[config.mk]
export PLATFORM = sky130hd
export DESIGN_NAME = mem_port_arbiter
export DESIGN_NICKNAME = d
export VERILOG_FILES = /design/src/rtl/mem_port_arbiter_pkg.sv /design/src/rtl/mem_arb_pick.sv /design/src/rtl/mem_port_arbiter.sv
export SDC_FILE = /design/constraint.sdc
export NUM_CORES = 1
export LEC_CHECK = 0
export ABC_CLOCK_PERIOD_IN_PS = 1900
export BUFFER_PORTS_ARGS = -buffer_cell sky130_fd_sc_hd__buf_2
export CORE_MARGIN = 1
export CORE_UTILIZATION = 48
export CTS_CLUSTER_DIAMETER = 200
export DETAILED_ROUTE_END_ITERATION = 8
export PLACE_DENSITY_LB_ADDON = 0.05
export SKIP_CTS_REPAIR_TIMING = 1
export SLEW_MARGIN = 20
export SYNTH_ARGS = -nofsm -noshare
export SYNTH_HDL_FRONTEND = slang
export SYNTH_SLANG_ARGS = --single-unit
[constraint.sdc]
create_clock -name clk -period 1.9 [get_ports clk]
set_clock_uncertainty 0.05 [all_clocks]
set_input_delay 0.285 -clock clk [delete_from_list [all_inputs] [get_ports clk]]
set_output_delay 0.285 -clock clk [all_outputs]
set_load 0.01 [all_outputs]
[src/rtl/mem_port_arbiter_pkg.sv]
// Shared types for the two-requester memory port arbiter.
// Latency: n/a (types and constants only).
// Backpressure: n/a.
package mem_port_arbiter_pkg;

    typedef enum logic [1:0] {
        IDLE  = 2'd0,
        ISSUE = 2'd1,
        WAIT  = 2'd2
    } arb_state_t;

    typedef enum logic {
        OWN_D = 1'b0,
        OWN_I = 1'b1
    } arb_owner_t;

    localparam int         CNT_W   = 8;
    localparam logic [7:0] CNT_MAX = 8'hFF;

    // Everything captured from the winning requester at grant time.
    typedef struct packed {
        arb_owner_t  owner;
        logic        we;
        logic [31:0] addr;
        logic [31:0] wdata;
    } req_t;

endpackage

[src/rtl/mem_arb_pick.sv]
// Grant decision between data and fetch requesters: data-first with an aging override.
// Latency: purely combinational.
// Backpressure: none; the caller only consults the result while idle.
//
// Ports:
//   d_req_m, i_req_m : requests with the just-completed owner already masked
//   starve_cnt       : consecutive data grants made while fetch was waiting
//   grant_vld        : some requester wins this cycle
//   grant_owner      : which one (OWN_D / OWN_I)
module mem_arb_pick
    import mem_port_arbiter_pkg::*;
#(
    parameter int unsigned STARVE_LIMIT = 4
) (
    input  logic             d_req_m,
    input  logic             i_req_m,
    input  logic [CNT_W-1:0] starve_cnt,
    output logic             grant_vld,
    output arb_owner_t       grant_owner
);

    localparam logic [CNT_W-1:0] LIMIT = CNT_W'(STARVE_LIMIT);

    // A limit of zero disables the override, leaving strict data priority.
    logic force_i;
    assign force_i = (STARVE_LIMIT != 0) && (starve_cnt == LIMIT);

    always_comb begin
        grant_vld   = 1'b0;
        grant_owner = OWN_D;
        if (i_req_m && (!d_req_m || force_i)) begin
            grant_vld   = 1'b1;
            grant_owner = OWN_I;
        end else if (d_req_m) begin
            grant_vld   = 1'b1;
            grant_owner = OWN_D;
        end
    end

endmodule

[src/rtl/mem_port_arbiter.sv]
// Shares one downstream memory port between the CPU data port and the instruction fetch path.
// Latency: 3 cycles request-to-done with miss low; +1 per cycle of miss in WAIT.
// Backpressure: one access in flight; requesters hold level requests until their done pulse.
//
// Ports:
//   clk, rst                                  : clock, synchronous active-high reset
//   d_req/d_we/d_addr/d_wdata -> d_rdata/d_done : data requester
//   i_req/i_addr -> i_rdata/i_done            : fetch requester (read only)
//   addr/wdata/write_enable/read_enable       : downstream command, enables pulse one cycle
//   rdata/miss                                : downstream response, miss=1 means not complete
//   busy/owner                                : status, owner valid while busy
module mem_port_arbiter
    import mem_port_arbiter_pkg::*;
#(
    parameter int unsigned STARVE_LIMIT = 4  // 0..255
) (
    input  logic        clk,
    input  logic        rst,
    input  logic        d_req,
    input  logic        d_we,
    input  logic [31:0] d_addr,
    input  logic [31:0] d_wdata,
    output logic [31:0] d_rdata,
    output logic        d_done,
    input  logic        i_req,
    input  logic [31:0] i_addr,
    output logic [31:0] i_rdata,
    output logic        i_done,
    output logic [31:0] addr,
    output logic [31:0] wdata,
    input  logic [31:0] rdata,
    output logic        write_enable,
    output logic        read_enable,
    input  logic        miss,
    output logic        busy,
    output logic        owner
);

    arb_state_t       state;
    arb_state_t       state_nxt;
    req_t             req_q;
    req_t             grant_req;
    logic [CNT_W-1:0] starve_cnt;
    logic             grant_vld;
    arb_owner_t       grant_owner;
    logic             d_req_m;
    logic             i_req_m;

    // The requester that completes this cycle still has its old request
    // up; hide it so the same access is not issued twice.
    assign d_req_m = d_req & ~d_done;
    assign i_req_m = i_req & ~i_done;

    mem_arb_pick #(
        .STARVE_LIMIT (STARVE_LIMIT)
    ) u_pick (
        .d_req_m     (d_req_m),
        .i_req_m     (i_req_m),
        .starve_cnt  (starve_cnt),
        .grant_vld   (grant_vld),
        .grant_owner (grant_owner)
    );

    // Fields of the winner; fetch is always a read with zero write data.
    always_comb begin
        grant_req       = '0;
        grant_req.owner = grant_owner;
        if (grant_owner == OWN_I) begin
            grant_req.addr = i_addr;
        end else begin
            grant_req.we    = d_we;
            grant_req.addr  = d_addr;
            grant_req.wdata = d_wdata;
        end
    end

    always_comb begin
        state_nxt = state;
        case (state)
            IDLE:    if (grant_vld) state_nxt = ISSUE;
            ISSUE:   state_nxt = WAIT;
            WAIT:    if (!miss) state_nxt = IDLE;
            default: state_nxt = IDLE;
        endcase
    end

    always_ff @(posedge clk) begin
        if (rst) begin
            state        <= IDLE;
            starve_cnt   <= '0;
            req_q        <= '0;
            read_enable  <= 1'b0;
            write_enable <= 1'b0;
            d_done       <= 1'b0;
            i_done       <= 1'b0;
            d_rdata      <= '0;
            i_rdata      <= '0;
        end else begin
            state        <= state_nxt;
            // Enables and done are single-cycle pulses.
            read_enable  <= 1'b0;
            write_enable <= 1'b0;
            d_done       <= 1'b0;
            i_done       <= 1'b0;
            case (state)
                IDLE: begin
                    if (grant_vld) begin
                        req_q        <= grant_req;
                        // Registered so the strobe lands exactly in the ISSUE cycle.
                        read_enable  <= ~grant_req.we;
                        write_enable <= grant_req.we;
                        if (grant_owner == OWN_I) begin
                            starve_cnt <= '0;
                        end else if (i_req) begin
                            if (starve_cnt != CNT_MAX) starve_cnt <= starve_cnt + 1'b1;
                        end else begin
                            starve_cnt <= '0;
                        end
                    end
                end
                WAIT: begin
                    if (!miss) begin
                        if (req_q.owner == OWN_I) begin
                            i_done  <= 1'b1;
                            i_rdata <= rdata;
                        end else begin
                            d_done <= 1'b1;
                            if (!req_q.we) d_rdata <= rdata;
                        end
                    end
                end
                default: ;
            endcase
        end
    end

    assign addr  = req_q.addr;
    assign wdata = req_q.wdata;
    assign busy  = (state != IDLE);
    assign owner = (req_q.owner == OWN_I);

endmodule

Word-level counts from Yosys, hierarchy flattened
Index checks and enable logic that the tools add are counted.

Bits in registers: 144. Input port bits: 134. Output and inout port bits: 134. Word-level logic and storage cells: 57.

$add $sub $neg: 1. Equality and inequality tests: 7. Multiplexer cells: 14. Bitwise logic cells: 11. Reductions and logical operators: 12.

Operators by type and width (count): 32-bit 2-to-1 mux (2); 8-bit 2-to-1 mux (3); 1-bit inverter (9); 8-bit by 1-bit adder with 8-bit output (second input constant) (1); 8-bit by 3-bit == test with 1-bit output (second input constant) (1); 8-bit != test (second input constant) (1); 1-bit 2-to-1 mux (6); 2-bit one-hot mux with 3 select lines (1); 3-bit AND reduction (2); 3-bit OR reduction (2); 2-bit 2-to-1 mux (2); 2-bit != test (second input constant) (2); 2-bit AND reduction (2); 4-bit AND reduction (1); 3-bit by 1-bit != test with 1-bit output (second input constant) (1); 1-bit bitwise AND (2); 2-bit by 1-bit == test with 1-bit output (second input constant) (1); 2-bit == test (second input constant) (1); 2-bit zero test (1); 2-bit nonzero test (1); 1-bit logical AND (1); 1-bit zero test (1); 1-bit logical OR (1).

Logic depth before layout (Yosys ltp)
Word-level depth: 8. Depth in mapped cells: 8. Mapped depth without buffers: 6.

Modules after synthesis
Synthesis repeated with hierarchy kept, for this count alone.

Cell total of the unflattened synthesis: 721. Area total of the unflattened synthesis: 6073.3 um^2.

Modules (own cells, without submodules): mem_port_arbiter (times used 1, cells each 716, area an instance 6028.3 um^2, sequential area each 2882.8 um^2); mem_arb_pick (times used 1, cells each 5, area an instance 45.0 um^2, sequential area each 0.0 um^2).

Worst setup path after synthesis
No wires, ideal clock.

Kind: register to register. From: register req_q, in the netlist owner. To: register d_rdata[27]. Setup time: 132 ps. Data arrival time: 1503 ps. Required time: 1718 ps. Setup slack: 215 ps. Stages on the path, launching flop included: 7. Buffers on the path: 2. Clock period less this slack: 1685 ps. Cells stage by stage: dfxtp_1 > or4b_1 > or2_1 > clkbuf_1 > buf_2 > nand2_1 > a21oi_1.

Longest elaborated chain between the ends: 2.

RTL lines: start, declared (RTL line mem_port_arbiter.sv:41) `req_t req_q;`; start signal, assigned (RTL line mem_port_arbiter.sv:108) `req_q <= grant_req;`; 1-bit inverter (no source line); 4-bit AND reduction (no source line); end signal, assigned (RTL line mem_port_arbiter.sv:128) `if (!req_q.we) d_rdata <= rdata;`; end, declared (RTL line mem_port_arbiter.sv:23) `output logic [31:0] d_rdata,`.

No other way between the ends. A chain may end at the register's enable or synchronous reset.

Worst setup path after layout
From: register starve_cnt[0]. To: register req_q, in the netlist addr[2].

Longest elaborated chain between the ends: 5. Elaborated cells between the ends (all ways): 7. Those cells by class: 1 x eq/ne; 3 x mux; 3 x reduce/logical.

RTL lines: start, declared (RTL line mem_port_arbiter.sv:43) `logic [CNT_W-1:0] starve_cnt;`; start signal, assigned (RTL line mem_port_arbiter.sv:115) `if (starve_cnt != CNT_MAX) starve_cnt <= starve_cnt + 1'b1;`; 8-bit by 3-bit == test with 1-bit output * (RTL line mem_arb_pick.sv:26) `assign force_i = (STARVE_LIMIT != 0) && (starve_cnt == LIMIT);`; 1-bit logical OR * (RTL line mem_arb_pick.sv:31) `if (i_req_m && (!d_req_m || force_i)) begin`; 1-bit logical AND * (RTL line mem_arb_pick.sv:31); 1-bit 2-to-1 mux (RTL line mem_arb_pick.sv:31); 32-bit 2-to-1 mux / 2-bit AND reduction (equally long branches).

Mark *: on every way between the ends. The rest lies on a longest branch, timed or not.

==> key figures <==
Critical path
  • Crit end category: register
  • CP Cell Sequence: inv_2 > ha_2 > nor4b_4 > buf_4 > a21oi_4 > buf_12 > clkbuf_16 > o21ai_0 > a311oi_1
  • Buf+Inv Stages, Crit Path: 4
  • Critical Path RT: 2.17 ns
  • Worst r2r src: starve_cnt[0]
  • Top cell family by delay on the critical path: compound AO/OA/AOI/OAI gates
  • CP peak stage delay: 0.35 ns
  • Reg2Reg Depth: 9
  • Element type at the critical path start: register
  • Slowest cell on the critical path: dfxtp_2
  • CP Max Fanout: 10
  • CP Class: reg2reg
  • Reg-to-Reg End: addr[2]
  • Crit path DAT: 2.14 ns
  • Setup slack, reg-to-reg: 0.02 ns

CTS
  • CTS max path bufs: 2
  • Clk pin slew, worst setup/hold paths: 0.06 ns
  • Clk_lat worst skew: 0.41 ns
  • Sink Count: 144
  • TritonCTS buffer count: 17
  • CTS tree: yes
  • Clock root buffer: clkbuf_16
  • H-tree lvl count: 4

Floorplanning
  • Initial Util: 49.1%
  • Num rows: 42
  • Ports: 268
  • Die height: 118 µm
  • Horiz. Die Dim: 118 µm
  • Die Area: 14000 µm²
  • CORE AREA: 13200 µm²

Synthesis
  • Unique cell type count in the Yosys netlist: 48
  • Share of the synthesized area in the top cell type: 44.5%
  • Post-Synthesis Cells: 772
  • Syn_nets: 908
  • Synthesized flop and latch total: 144
  • Synthesized area: around 6500 µm²
  • Syn_area_per_cell: around 8.4 µm²
  • Synth Flop Type: dfxtp_1
  • Synth Warn #: 0
  • Number of synthesized flops with an enable pin: 0
  • Area leader, netlist: dfxtp_1
  • FFs w/ async S/R, synth: 0%
  • Synth area leaders: dfxtp_1 (45%), nand2_1 (9.6%), a21oi_1 (8.0%)
  • Most frequent cell after synthesis: nand2_1
  • Synth cell count leaders: nand2_1 (166), dfxtp_1 (144), a21oi_1 (103)
  • Post-synthesis sequential area ratio: about 45%

STA
  • Setup violations, final: 0
  • Max-slew violations: 0
  • Worst slew pin tran: around 0.60 ns
  • Achievable Freq: roughly 530 MHz
  • Max-slew headroom: 59.1%
  • Fin. Hold Viols: 0
  • Period minus WS final: 1.88 ns
  • Setup_tns: 0 ns
  • RSZ-0062 raised after global routing: true
  • Final period util: ~99%
  • Worst Slack Setup Final: about 0.025 ns

Placement
  • Post-place setup slack: -0.00335 ns
  • Dpl hpwl: 11700 µm
  • Placer congestion estimate: 0.823
  • Placed instance area: 7330 µm²
  • Port Buf Inserts: between 200 and 300
  • Placed insts: 1108

Worst hold path
  • Hold endpoint: i_rdata[8]
  • Hold path startpoint: rdata[8]
  • Min-Delay Path Class: in2reg
  • Worst Hold Path Cells: 3

GRT
  • Number of global-route vias before repair: 5773
  • Global Route Usage Sum: 24.9%
  • First-pass GRT wire length: 28000 µm
  • Largest net degree at the start of global routing: 63
  • Initial antenna violation count: 1
  • GRT Residual Overflow: 0

Finish
  • Share of cells above drive strength 1: 35.7%
  • Final Cell Area: 8110 µm²
  • Post-Layout Cell Count: 1152
  • Fin nets: about 1100
  • Area Growth Syn to Fin: 25.3%
  • Filler cell count: ~1200

Routing
  • WL final: 17800 µm
  • Post-route ant nets: 0
  • DR WL/cell: 15.5 µm
  • Via/cell ratio: 5.34
  • Total iterations of the first detailed-routing run: 5
  • DRC viols: 0
  • DRT iter0 DRCs: 461
  • Vias post-DR: 6146

Power and ir drop
  • Total Power: about 0.0078 W
  • Power per Cell Area: 960 nW/µm²
  • Max VDD drop: 0.641 mV
  • Static Leak: 3.51 nW

Run
  • MaxCap Viol Count: 0

Run status
  • Status: completed
[logic make-up after synthesis]
logic type | synth area share [%]
simple gates | 17.9
buf+inv | 15.9
fa+ha+maj | 0.387
flops | 44.5
compound gates | 21.3
[area by class of cell]
cell class / count / area (µm²) / area share [%]
diodes: 1 / 2.50 / 0.0308
clock buffers: 21 / 470 / 5.80
inverters: 6 / 22.5 / 0.278
clock inverters: 10 / 134 / 1.65
multi-input cells: 492 / 2580 / 31.8
flip-flops and latches: 144 / 2890 / 35.6
well taps: 176 / 220 / 2.71
repair buffers: 302 / 1800 / 22.2
[power by group]
part | total (W) | switching, W | internal (W)
combinational | 0.00113 | 0.000645 | 0.000482
clock | 0.00339 | 0.00123 | 0.00216
sequential | 0.00328 | 0.0000852 | 0.00319
total | 0.00779 | 0.00196 | 0.00583
[registers in the layout (all words and copies together), names as in the netlist]
signal and flops:
addr 32, d_done 1, d_rdata 32, i_done 1, i_rdata 32, owner 1
read_enable 1, req_q 1, starve_cnt 8, state 2, wdata 32, write_enable 1
[worst register-to-register path, cell delays in order (launching register included)]
cell	delay [ns]
dfxtp_2	0.35
inv_2	0.04
ha_2	0.17
nor4b_4	0.13
buf_4	0.14
a21oi_4	0.21
buf_12	0.15
clkbuf_16	0.15
o21ai_0	0.10
a311oi_1	0.29
[per-layer routing]
layer	part of all wire, %	vias to the layer above	GRT usage, %	routed length (µm)
li1	-	2994	-	-
met1	41	2879	30.3	7320
met2	49	255	40.9	8650
met3	8.6	18	7.90	1540
met4	1.7	0	9.46	295
met5	0	-	0	0
[worst max path at each step]
stage / start / end / slack, ns / depth (start not counted)
floorplan: owner / d_rdata[27] / 0.22 / 6
global placement: starve_cnt[0] / addr[0] / 0.10 / 7
detailed placement: starve_cnt[0] / addr[28] / -0.003 / 7
CTS: starve_cnt[0] / addr[28] / -0.03 / 7
global route: starve_cnt[1] / addr[4] / -0.04 / 9
finish: starve_cnt[0] / addr[2] / 0.02 / 9
[placed cells by master (no fill, tap or decap), drive strengths merged, types with 2 or more instances in the layout]
| master | count |
|---|---|
| nor4b | 2 |
| nand2 | 166 |
| dfxtp | 144 |
| o31ai | 2 |
| nor2 | 42 |
| a21o | 2 |
| buf | 299 |
| inv | 7 |
| o211ai | 34 |
| a211oi | 4 |
| and3 | 3 |
| o21ai | 34 |
| or2 | 3 |
| clkbuf | 24 |
| clkinvlp | 2 |
| nand4 | 4 |
| a31oi | 2 |
| clkinv | 4 |
| o32ai | 2 |
| a311oi | 32 |
| nor4 | 2 |
| bufinv | 3 |
| nand2b | 3 |
| nand3 | 37 |
| a21oi | 105 |
| ha | 2 |
[stage by stage]
| stage | hold slack, ns | util (%) |
|---|---|---|
| 6_report | 0.0660 | 61.5 |
| 3_5_place_dp | 0.393 | 55.5 |
| 5_1_grt | 0.0574 | 61.5 |
| 4_1_cts | 0.0461 | 60.1 |
| 3_3_place_gp | 0.384 | 55.5 |
| 2_1_floorplan | 0.341 | - |
Note: power is estimated with default switching activity, not from simulation.
